<file path="src/rtl/mem_arbiter.sv">
// Round-robin arbiter between the I-cache and D-cache miss ports for the
// shared main memory. It sequences each access as SETUP -> ACCESS -> RESP.
module mem_arbiter #(
    parameter int MEM_WAIT = 2,
    parameter int ADDR_MAX = 1020
) (
    input  logic        clk,
    input  logic        rst,
    input  logic        req0,
    input  logic        req1,
    input  logic        we0,
    input  logic        we1,
    input  logic [9:0]  addr0,
    input  logic [9:0]  addr1,
    input  logic [31:0] wdata0,
    input  logic [31:0] wdata1,
    output logic        ack0,
    output logic        ack1,
    output logic        err0,
    output logic        err1,
    output logic [31:0] rdata0,
    output logic [31:0] rdata1,
    output logic        mem_rw,
    output logic [9:0]  mem_addr,
    output logic [31:0] mem_wdata,
    input  logic [31:0] mem_rdata,
    input  logic        mem_done
);

    typedef enum logic [1:0] {IDLE, SETUP, ACCESS, RESP} state_t;

    localparam logic [9:0] AMAX = 10'(ADDR_MAX);
    localparam logic [4:0] WAIT = 5'(MEM_WAIT);

    state_t      state;
    logic        last_grant;
    logic        grant;
    logic        cap_we;
    logic [3:0]  count;
    logic [4:0]  count_nx;
    logic        sel;
    logic        sel_we;
    logic [9:0]  sel_addr;
    logic [31:0] sel_wdata;

    // On a tie the port that was not served last wins.
    always_comb begin
        sel = req1;
        if (req0 && req1) begin
            sel = ~last_grant;
        end
        sel_we    = sel ? we1 : we0;
        sel_addr  = sel ? addr1 : addr0;
        sel_wdata = sel ? wdata1 : wdata0;
    end

    assign count_nx = {1'b0, count} + 5'd1;

    always_ff @(posedge clk or posedge rst) begin
        if (rst) begin
            state      <= IDLE;
            last_grant <= 1'b1;
            grant      <= 1'b0;
            cap_we     <= 1'b0;
            count      <= 4'd0;
            ack0       <= 1'b0;
            ack1       <= 1'b0;
            err0       <= 1'b0;
            err1       <= 1'b0;
            rdata0     <= 32'd0;
            rdata1     <= 32'd0;
            mem_rw     <= 1'b0;
            mem_addr   <= 10'd0;
            mem_wdata  <= 32'd0;
        end else begin
            ack0 <= 1'b0;
            ack1 <= 1'b0;
            err0 <= 1'b0;
            err1 <= 1'b0;
            unique case (state)
                IDLE: begin
                    if (req0 || req1) begin
                        grant  <= sel;
                        cap_we <= sel_we;
                        if (sel_addr > AMAX) begin
                            state <= RESP;
                            if (sel) begin
                                ack1 <= 1'b1;
                                err1 <= 1'b1;
                            end else begin
                                ack0 <= 1'b1;
                                err0 <= 1'b1;
                            end
                        end else begin
                            state     <= SETUP;
                            mem_addr  <= sel_addr;
                            mem_wdata <= sel_wdata;
                        end
                    end
                end
                SETUP: begin
                    state  <= ACCESS;
                    mem_rw <= cap_we;
                    count  <= 4'd0;
                end
                ACCESS: begin
                    if (count_nx >= WAIT && mem_done) begin
                        state  <= RESP;
                        mem_rw <= 1'b0;
                        if (grant) begin
                            ack1 <= 1'b1;
                            if (!cap_we) rdata1 <= mem_rdata;
                        end else begin
                            ack0 <= 1'b1;
                            if (!cap_we) rdata0 <= mem_rdata;
                        end
                    end else if (count != 4'hF) begin
                        count <= count_nx[3:0];
                    end
                end
                RESP: begin
                    last_grant <= grant;
                    state      <= IDLE;
                end
            endcase
        end
    end

endmodule

</file>
<file path="config.mk">
export PLATFORM = sky130hd
export DESIGN_NAME = mem_arbiter
export DESIGN_NICKNAME = d
export VERILOG_FILES = /design/src/rtl/mem_arbiter.sv
export SDC_FILE = /design/constraint.sdc
export NUM_CORES = 1
export LEC_CHECK = 0
export BUFFER_PORTS_ARGS = -buffer_cell sky130_fd_sc_hd__buf_2
export CELL_PAD_IN_SITES_DETAIL_PLACEMENT = 2
export CELL_PAD_IN_SITES_GLOBAL_PLACEMENT = 2
export CORE_AREA = 2 2 140 142
export DETAILED_ROUTE_END_ITERATION = 6
export DIE_AREA = 0 0 142 144
export PLACE_DENSITY_LB_ADDON = 0.1
export SKIP_CTS_REPAIR_TIMING = 1
export SYNTH_ARGS = -nofsm -noshare
export SYNTH_HDL_FRONTEND = slang
export SYNTH_SLANG_ARGS = --single-unit
</file>
<file path="constraint.sdc">
create_clock -name clk -period 4.2 [get_ports clk]
set_input_delay 0.63 -clock clk [delete_from_list [all_inputs] [get_ports clk]]
set_output_delay 0.63 -clock clk [all_outputs]
set_load 0.01 [all_outputs]
</file>
==> results.yml, run 1 <==
power_and_ir_drop:
  ir_drop_mv: 0.245
  leakagePower_nw: 4.13
  powerDensity_mw_per_mm2: 765
floorplan:
  rows: 51
  dieArea_sq_mm: 0.0204
  initial_core_util_pct: 29.1
  core_area_sq_mm: 0.0191
  io_pins: 234
  die_h_microns: 144
  die_w_microns: 142
route:
  wirelength_microns: 16900
  routedWlPerCell_microns: 18.1
  post-route-drc-count: 0
  first_pass_iters: 4
  dr.first_iter.drc_count: 88
  num_vias: 4299
  postRouteAntennaNets: 0
  vias_per_cell: 4.61
global_route:
  grt_pass1_vias: 4802
  antenna_found_initial: 1
  grt.total_usage_pct: 16.8
  grt_pass1_wl_microns: 26300
  grt.overflow.total: 0
  grt_max_degree: 61
worst_setup_path:
  worstReg2RegStart: "state[0]"
  crit_type: "register to register"
  worst-path-max-fanout: 17
  cp-end-kind: "register"
  crit_required_ns: 4.49
  crit_start: "state[0]"
  startpoint_type: "register"
  crit_arrival_ns: 3.16
cells_and_area:
  layout-drive-gt1-share_pct: 49.2
  nFillCells: 2010
  layout.nets: 810
  diodes: 0
  layout_commonest_cell: "buf_2"
  stdcell_area_sq_mm: 0.00755
  mostFrequentLayoutCells: "buf_2, nand2_1, dfrtp_1"
  areaGrowthSynthToFinish_pct: 36.1
synth:
  netlist_area_sq_mm: 0.00555
  synth_edf_count: 0
  synth-async-reset-ratio_pct: 100
  ys_seq_area_share_pct: 54.1
  syn_area_per_cell_sq_um: 12.5
  ys_types: 39
  ys.flop_type: "dfrtp_1"
  synth_nets: 573
  synth-seq-cells: 120
  netlist_top_cells_area: "dfrtp_1, mux2_4, nand2_1, mux2_1, mux2i_1"
  syn_inst: 445
  synth.top_cell.area_share_pct: 53.7
  yosysTopAreaCell: "dfrtp_1"
  synth_warnings: 0
cts:
  clk_pin_slew_worst_paths_ns: 0.06
  htree_levels: 4
  clock_path_buffers: 2
  cts_inserted_buffers: 17
  cts_tree: "yes"
  ctsRootBufferMaster: "clkbuf_16"
  clk-insertion-delay-late_ns: 0.42
  cts_num_sinks: 120
timing:
  period_share_pct: 68.3
  maxSlewHeadroom_pct: 25.1
  worst_slew_pin_slew_ns: 1.12
  final_max_slew_viol_count: 0
  final.setup_skew_ns: 0.0113
  finalCriticalPeriod_ns: 2.87
  setup-violations-final: 0
  tns_ns: 0
  finalHoldViolations: 0
  holdWs_ns: 0.372
  max_freq_mhz: 349
  rsz0062_at_grt: "no"
place:
  io_buffer_count: 233
  placed_area_sq_mm: 0.00691
  place_congestion: 0.730
  detailed_place_hpwl_microns: 12700
min_path:
  hp-class: "input pin to async pin"
run:
  drv_cap: 0
run_status:
  status: "completed"
logic make-up after synthesis:
kind of cell             share of synthesized area, %
flip-flops                                       54.1
adder cells (fa/ha/maj)                          1.13
buffers and inverters                            3.63
AND/OR/NAND/NOR                                  10.9
AO/OA/AOI/OAI                                    4.51
multiplexers                                     25.7
flip-flops by register name, summed over array words and instances (netlist names):
signal      count
count           4
grant           1
mem_addr       10
err1            1
mem_wdata      32
ack1            1
ack0            1
err0            1
mem_rw          1
cap_we          1
rdata0         32
rdata1         32
last_grant      1
state           2
cells in the mapped netlist, drive strengths merged (2+ instances only):
| cell | instances |
|---|---|
| a21boi | 2 |
| a21o | 2 |
| a21oi | 3 |
| a22o | 2 |
| a2bb2oi | 5 |
| a31oi | 2 |
| and3 | 2 |
| buf | 13 |
| clkbuf | 9 |
| dfrtp | 119 |
| ha | 5 |
| inv | 7 |
| mux2 | 99 |
| mux2i | 7 |
| nand2 | 122 |
| nand4 | 6 |
| nor2 | 7 |
| nor3b | 2 |
| o21ai | 15 |
| or3 | 2 |
per-stage QoR:
step / cells / power (mW) / utilization, % / worst slack, ns
after global placement: 901 / 4.14 / 36.2 / 1.44
final: 933 / 5.78 / 39.6 / 1.33
after global routing: 933 / 6.17 / 39.6 / 1.08
after floorplan: 445 / 3.38 / - / 0.386
after CTS: 933 / 5.89 / 39.6 / 1.28
after detailed placement: 901 / 4.23 / 36.2 / 1.28
path summary, 6_finish.rpt:
check	depth (start not counted)	to	slack, ns
setup / recovery	6	mem_wdata[10]	1.33
hold / removal	2	rdata1[9]	0.37
setup reg to reg	6	mem_wdata[10]	1.33
hold reg to reg	1	rdata1[22]	0.48
max in group asynchronous	3	last_grant	2.89
min in group clk	2	rdata1[20]	0.44
layout make-up:
cell class	instances	area, sq um	share of cell area (%)
timing repair buffer	240	1220	16.1
inverter	7	28.8	0.381
clock buffer	18	439	5.81
sequential	120	3000	39.8
multi-input combinational	296	2360	31.2
tap	238	298	3.94
clock inverter	14	208	2.75
per-layer routing:
| layer | track usage (%) | vias up | routed length (microns) |
|---|---|---|---|
| met5 | 0 | - | 11 |
| met4 | 6.05 | 2 | 215 |
| met3 | 5.56 | 16 | 1120 |
| met2 | 27.0 | 162 | 8110 |
| met1 | 21.2 | 2122 | 7460 |
| li1 | - | 1997 | - |
power by group:
group	internal [mW]	switching (mW)	total, mW
Clock	1.03	0.573	1.60
Combinational	1.14	1.05	2.19
Sequential	1.68	0.309	1.99
worst max-delay path: stages (launching register included):
cell     delay (ns)
dfrtp_1        0.40
inv_1          0.09
ha_1           0.31
nor2b_1        0.59
and3_2         0.65
buf_4          0.37
mux2_4         0.33
No activity file was read; power rests on OpenSTA's default activity.
==> run 2: changes to the inputs <==
--- a/config.mk
+++ b/config.mk
@@ -5,12 +5,13 @@
 export SDC_FILE = /design/constraint.sdc
 export NUM_CORES = 1
 export LEC_CHECK = 0
+export ABC_AREA = 1
 export BUFFER_PORTS_ARGS = -buffer_cell sky130_fd_sc_hd__buf_2
 export CELL_PAD_IN_SITES_DETAIL_PLACEMENT = 2
 export CELL_PAD_IN_SITES_GLOBAL_PLACEMENT = 2
-export CORE_AREA = 2 2 140 142
+export CORE_AREA = 2 2 156 158
 export DETAILED_ROUTE_END_ITERATION = 6
-export DIE_AREA = 0 0 142 144
+export DIE_AREA = 0 0 158 160
 export PLACE_DENSITY_LB_ADDON = 0.1
 export SKIP_CTS_REPAIR_TIMING = 1
 export SYNTH_ARGS = -nofsm -noshare
==> constraint.sdc (replaced) <==
create_clock -name clk -period 2.5 [get_ports clk]
set_input_delay 0.375 -clock clk [delete_from_list [all_inputs] [get_ports clk]]
set_output_delay 0.375 -clock clk [all_outputs]
set_load 0.01 [all_outputs]
==> run 2 against run 1 <==
Effect of this change: die area up 24%; synthesized area down 4.1%; critical endpoint is now mem_wdata[13]; total power up 56%; highest routed layer is now met4; sequential share of layout area up 0.49 points.
==> results.yml, run 2 <==
run_status:
  status: "completed"
timing:
  worst_slew_pin_slew_ns: 0.637
  setup_slack_ns: 0.284
  setup-violations-final: 0
  final_max_slew_viol_count: 0
  final.setup_skew_ns: 0.0146
  finalCriticalPeriod_ns: 2.22
  holdWs_ns: 0.228
  maxSlewHeadroom_pct: 57.6
  finalHoldViolations: 0
  max_freq_mhz: 451
  tns_ns: 0
  period_share_pct: 88.6
  rsz0062_at_grt: "no"
cts:
  ctsRootBufferMaster: "clkbuf_16"
  clock_path_buffers: 2
  clk-insertion-delay-late_ns: 0.42
  cts_inserted_buffers: 17
  cts_tree: "yes"
  clk_pin_slew_worst_paths_ns: 0.06
  htree_levels: 4
  cts_num_sinks: 120
worst_setup_path:
  reg2regPathDepth: 9
  r2r-end: "mem_wdata[13]"
  worst-path-max-fanout: 35
  r2r_slack_ns: 0.28
  critical_path.max_stage_delay_ns: 0.55
  worstReg2RegStart: "last_grant"
  crit_path_frequent_cell: "nand2_1"
  crit_required_ns: 2.85
  crit_type: "register to register"
  slowest_stage: "dfstp_2"
  endpoint: "mem_wdata[13]"
  cp_top_family: "simple AND/OR/NAND/NOR gates"
  cp-end-kind: "register"
  crit_arrival_ns: 2.57
  startpoint_type: "register"
  crit_buf_inv: 1
  crit_start: "last_grant"
  crit_cells: 9
  cp_cell_sequence: "nand2_1 -> nand2_2 -> nand2_1 -> o21ai_0 -> nand2_1 -> nand3_4 -> buf_6 -> nand3_1 -> nand2_1"
global_route:
  grt.total_usage_pct: 15.1
  antenna_found_initial: 1
  grt_max_degree: 113
  grt_pass1_wl_microns: 29900
  grt_pass1_vias: 5736
  grt.overflow.total: 0
cells_and_area:
  seq_area_sq_mm: 0.00300
  utilization_pct: 31.3
  layout_commonest_cell: "nand2_1"
  mostFrequentLayoutCells: "nand2_1, buf_2, dfrtp_1"
  top_regs: "mem_wdata: 32 flops, rdata0: 32 flops, rdata1: 32 flops"
  layout.nets: 1009
  layout-drive-gt1-share_pct: 32.0
  multi_input_area_sq_mm: 0.00197
  finalNonFillerCells: 1219
  nFillCells: 2777
  areaGrowthSynthToFinish_pct: 40.3
  stdcell_area_sq_mm: 0.00746
synth:
  ys_types: 26
  synth_edf_count: 0
  synth_warnings: 0
  syn_area_per_cell_sq_um: 8.15
  synth-async-reset-ratio_pct: 100
  netlist_area_sq_mm: 0.00532
  ys_seq_area_share_pct: 56.5
  netlist_top_cells_area: "dfrtp_1, nand2_1, o21ai_0, nand3_1, inv_1"
  yosysTopAreaCell: "dfrtp_1"
  synth_commonest_cells: "nand2_1, dfrtp_1, o21ai_0"
  synth_nets: 781
  syn_inst: 653
  ys.flop_type: "dfrtp_1"
  yosysMostFrequentCell: "nand2_1"
  synth-seq-cells: 120
  synth.top_cell.area_share_pct: 56.0
route:
  first_pass_iters: 4
  num_vias: 5144
  postRouteAntennaNets: 0
  routedWlPerCell_microns: 15.4
  vias_per_cell: 4.22
  wirelength_microns: 18800
  post-route-drc-count: 0
  dr.first_iter.drc_count: 152
power_and_ir_drop:
  leakagePower_nw: 4.22
  p_total_mw: 9.01
  powerDensity_mw_per_mm2: 1210
  ir_drop_mv: 0.331
place:
  dp.cells: 1185
  pre_cts_slack_ns: 0.147
  io_buffer_count: 233
  placed_area_sq_mm: 0.00681
  place_congestion: 0.770
  detailed_place_hpwl_microns: 14000
floorplan:
  io_pins: 234
  die_h_microns: 160
  dieArea_sq_mm: 0.0253
  initial_core_util_pct: 22.3
  rows: 57
  core_area_sq_mm: 0.0238
  die_w_microns: 158
run:
  drv_cap: 0
min_path:
  hp-class: "input pin to register"
run 2: worst reg2reg max path: cells and delay by family (launching register included):
family | cells | cell delay, ns
and+or+nand+nor | 7 | 1.13
AOI/OAI and AO/OA | 1 | 0.18
buffers and inverters | 1 | 0.29
DFF | 1 | 0.55
run 2: layout make-up:
class                           count  share of cell area [%]
Timing Repair Buffer              243                    17.0
Inverter                           49                    2.52
Clock inverter                     13                    2.25
Tap cell                          324                    5.43
Sequential cell                   120                    40.3
Clock buffer                       19                    6.07
Multi-Input combinational cell    450                    26.5
Antenna cell                        1                  0.0335
run 2: power by group:
group	internal [mW]	switching, mW	leakage, nW
Combinational	1.19	2.03	2.39
Clock	1.63	0.938	0.300
Sequential	2.77	0.457	1.54
Total	5.59	3.42	4.22
run 2: cell families (layout without fill, tap and decap cells):
group                      Yosys count  count (layout)  synth area share (%)
other                                0               1                     0
and+or+nand+nor                    365             365                  28.0
buffers and inverters               83             324                  6.73
adders and majority gates            5               5                  1.18
DFF                                120             120                  56.5
AOI/OAI and AO/OA                   80              80                  7.67
run 2: how the worst min path moves through the flow:
| stage | startpoint | end | cells past startpoint |
|---|---|---|---|
| 3_3_place_gp | rst | rdata1[18] | 2 |
| 3_5_place_dp | rst | rdata1[18] | 2 |
| 2_1_floorplan | last_grant | last_grant | 2 |
| 4_1_cts | rst | rdata1[18] | 2 |
| 5_1_grt | mem_rdata[31] | rdata1[31] | 3 |
| 6_report | we0 | cap_we | 3 |
run 2: layer usage:
| metal | global-route usage (%) | part of all wire [%] | wire [microns] |
|---|---|---|---|
| met2 | 24.0 | 46 | 8680 |
| met5 | 0 | 0 | 0 |
| met3 | 4.88 | 7.2 | 1360 |
| met1 | 19.6 | 46 | 8590 |
| met4 | 3.93 | 0.92 | 172 |
==> run 3: changes to the inputs <==
--- a/config.mk
+++ b/config.mk
@@ -5,13 +5,12 @@
 export SDC_FILE = /design/constraint.sdc
 export NUM_CORES = 1
 export LEC_CHECK = 0
-export ABC_AREA = 1
 export BUFFER_PORTS_ARGS = -buffer_cell sky130_fd_sc_hd__buf_2
 export CELL_PAD_IN_SITES_DETAIL_PLACEMENT = 2
 export CELL_PAD_IN_SITES_GLOBAL_PLACEMENT = 2
-export CORE_AREA = 2 2 156 158
+export CORE_AREA = 2 2 147 149
 export DETAILED_ROUTE_END_ITERATION = 6
-export DIE_AREA = 0 0 158 160
+export DIE_AREA = 0 0 149 151
 export PLACE_DENSITY_LB_ADDON = 0.1
 export SKIP_CTS_REPAIR_TIMING = 1
 export SYNTH_ARGS = -nofsm -noshare
==> run 3 against run 2 <==
Effect of this change: register-to-register slack lost 0.19 ns; via count down 15%; routed wire length is 6.3% lower; flip-flop and latch count stayed put; setup slack got worse by 0.19 ns; clock skew shrank 0.0045 ns; utilization is 5.8 points higher.
==> results.yml, run 3 (synthesized netlist as in run 1, its figures left out) <==
place:
  io_buffer_count: 233
  detailed_place_hpwl_microns: 13000
  place_congestion: 0.706
timing:
  tns_ns: 0
  rsz0062_at_grt: "yes"
  setup-violations-final: 0
  period_share_pct: 96.4
  finalCriticalPeriod_ns: 2.41
  max_freq_mhz: 415
  finalHoldViolations: 0
  maxSlewHeadroom_pct: 49.4
  final_max_slew_viol_count: 0
  worst_slew_pin_slew_ns: 0.758
  final.setup_skew_ns: 0.0101
worst_setup_path:
  crit_arrival_ns: 2.71
  crit_type: "register to register"
  startpoint_type: "register"
  cp-end-kind: "register"
  worst-path-max-fanout: 16
  crit_required_ns: 2.80
floorplan:
  rows: 53
  dieArea_sq_mm: 0.0225
  die_h_microns: 151
  core_area_sq_mm: 0.0208
  initial_core_util_pct: 26.7
  die_w_microns: 149
  io_pins: 234
route:
  routedWlPerCell_microns: 18.0
  post-route-drc-count: 0
  dr.first_iter.drc_count: 47
  postRouteAntennaNets: 0
  wirelength_microns: 17600
  num_vias: 4375
  first_pass_iters: 4
  vias_per_cell: 4.46
power_and_ir_drop:
  powerDensity_mw_per_mm2: 1240
  p_total_mw: 9.60
  leakagePower_nw: 4.20
  ir_drop_mv: 0.401
cells_and_area:
  areaGrowthSynthToFinish_pct: 39.3
  nFillCells: 2270
  utilization_pct: 37.1
  layout_commonest_cell: "buf_2"
  diodes: 0
  layout.nets: 820
  mostFrequentLayoutCells: "buf_2, nand2_1, dfrtp_1"
  top_regs: "mem_wdata: 32 flops, rdata0: 32 flops, rdata1: 32 flops"
  layout-drive-gt1-share_pct: 50.1
global_route:
  top_usage_layer: "met2"
  met3_usage_pct: 5.99
  grt_pass1_vias: 4747
  met1_usage_pct: 19.1
  grt_max_degree: 39
  antenna_found_initial: 2
  grt.total_usage_pct: 15.6
  grt.overflow.total: 0
  grt_pass1_wl_microns: 26800
  use_met2_pct: 25.6
cts:
  clock_path_buffers: 2
  cts_inserted_buffers: 17
  cts_tree: "yes"
  ctsRootBufferMaster: "clkbuf_16"
  cts_num_sinks: 120
  htree_levels: 4
  clk_pin_slew_worst_paths_ns: 0.06
  clk-insertion-delay-late_ns: 0.42
min_path:
  hp-class: "input pin to async pin"
run_status:
  status: "completed"
run:
  drv_cap: 0
-- run 3: cell types whose count changed in the layout (fill, tap and decap cells not counted), sizes merged, moves of 4 or more --
cell,change
mux2i,+7
nand2,-173
nand4,+4
nand3,-51
nor2,-7
buf,+6
inv,-39
o21ai,-59
mux2,+99
a2bb2oi,+5
-- run 3: final timing paths --
kind                               startpoint          to  slack [ns]  cells past startpoint
worst max-delay path                 count[1]  rdata0[11]        0.09                      8
worst min-delay path                      rst        ack0        0.08                      2
worst max register to register       count[1]  rdata0[11]        0.09                      8
worst min register to register      rdata1[4]   rdata1[4]        0.48                      1
max in group asynchronous                 rst  last_grant        1.77                      3
min in group clk                mem_rdata[19]  rdata1[19]        0.18                      2
-- run 3: layer usage --
metal,vias up,part of all wire [%]
li1,2022,-
met5,-,0.14
met1,2175,42
met4,4,1.1
met2,156,49
met3,18,7.8
-- run 3: layout make-up --
class | count | area, sq um | area share [%]
Sequential cell | 120 | 3010 | 38.9
Multi-Input combinational cell | 296 | 2360 | 30.5
Clock buffer | 17 | 425 | 5.50
Tap cell | 275 | 344 | 4.45
Inverter | 7 | 30.0 | 0.388
Timing Repair Buffer | 250 | 1400 | 18.2
Clock inverter | 15 | 166 | 2.15
-- run 3: through the flow --
| stage | hold WS, ns | area [sq um] | cells | setup WS (ns) |
|---|---|---|---|---|
| 3_3_place_gp | 0.470 | 7060 | 942 | 0.230 |
| 3_5_place_dp | 0.478 | 7060 | 942 | 0.143 |
| 5_1_grt | 0.121 | 7730 | 980 | -0.0438 |
| 4_1_cts | 0.102 | 7650 | 974 | 0.124 |
| 2_1_floorplan | 0.475 | 5550 | 445 | 0.406 |
| 6_report | 0.0784 | 7730 | 980 | 0.0900 |
-- run 3: where the power goes --
part	total [mW]	switching [mW]	internal [mW]
Sequential	3.35	0.524	2.83
Combinational	3.78	1.79	1.99
Clock	2.47	0.981	1.49
-- run 3: worst max-delay path, cell delays in order (launching register included) --
cell,delay [ns]
dfrtp_1,0.41
inv_1,0.07
ha_1,0.29
nor3b_1,0.15
nor2_1,0.19
o21ai_1,0.12
or3_2,0.51
clkbuf_16,0.24
mux2_4,0.31
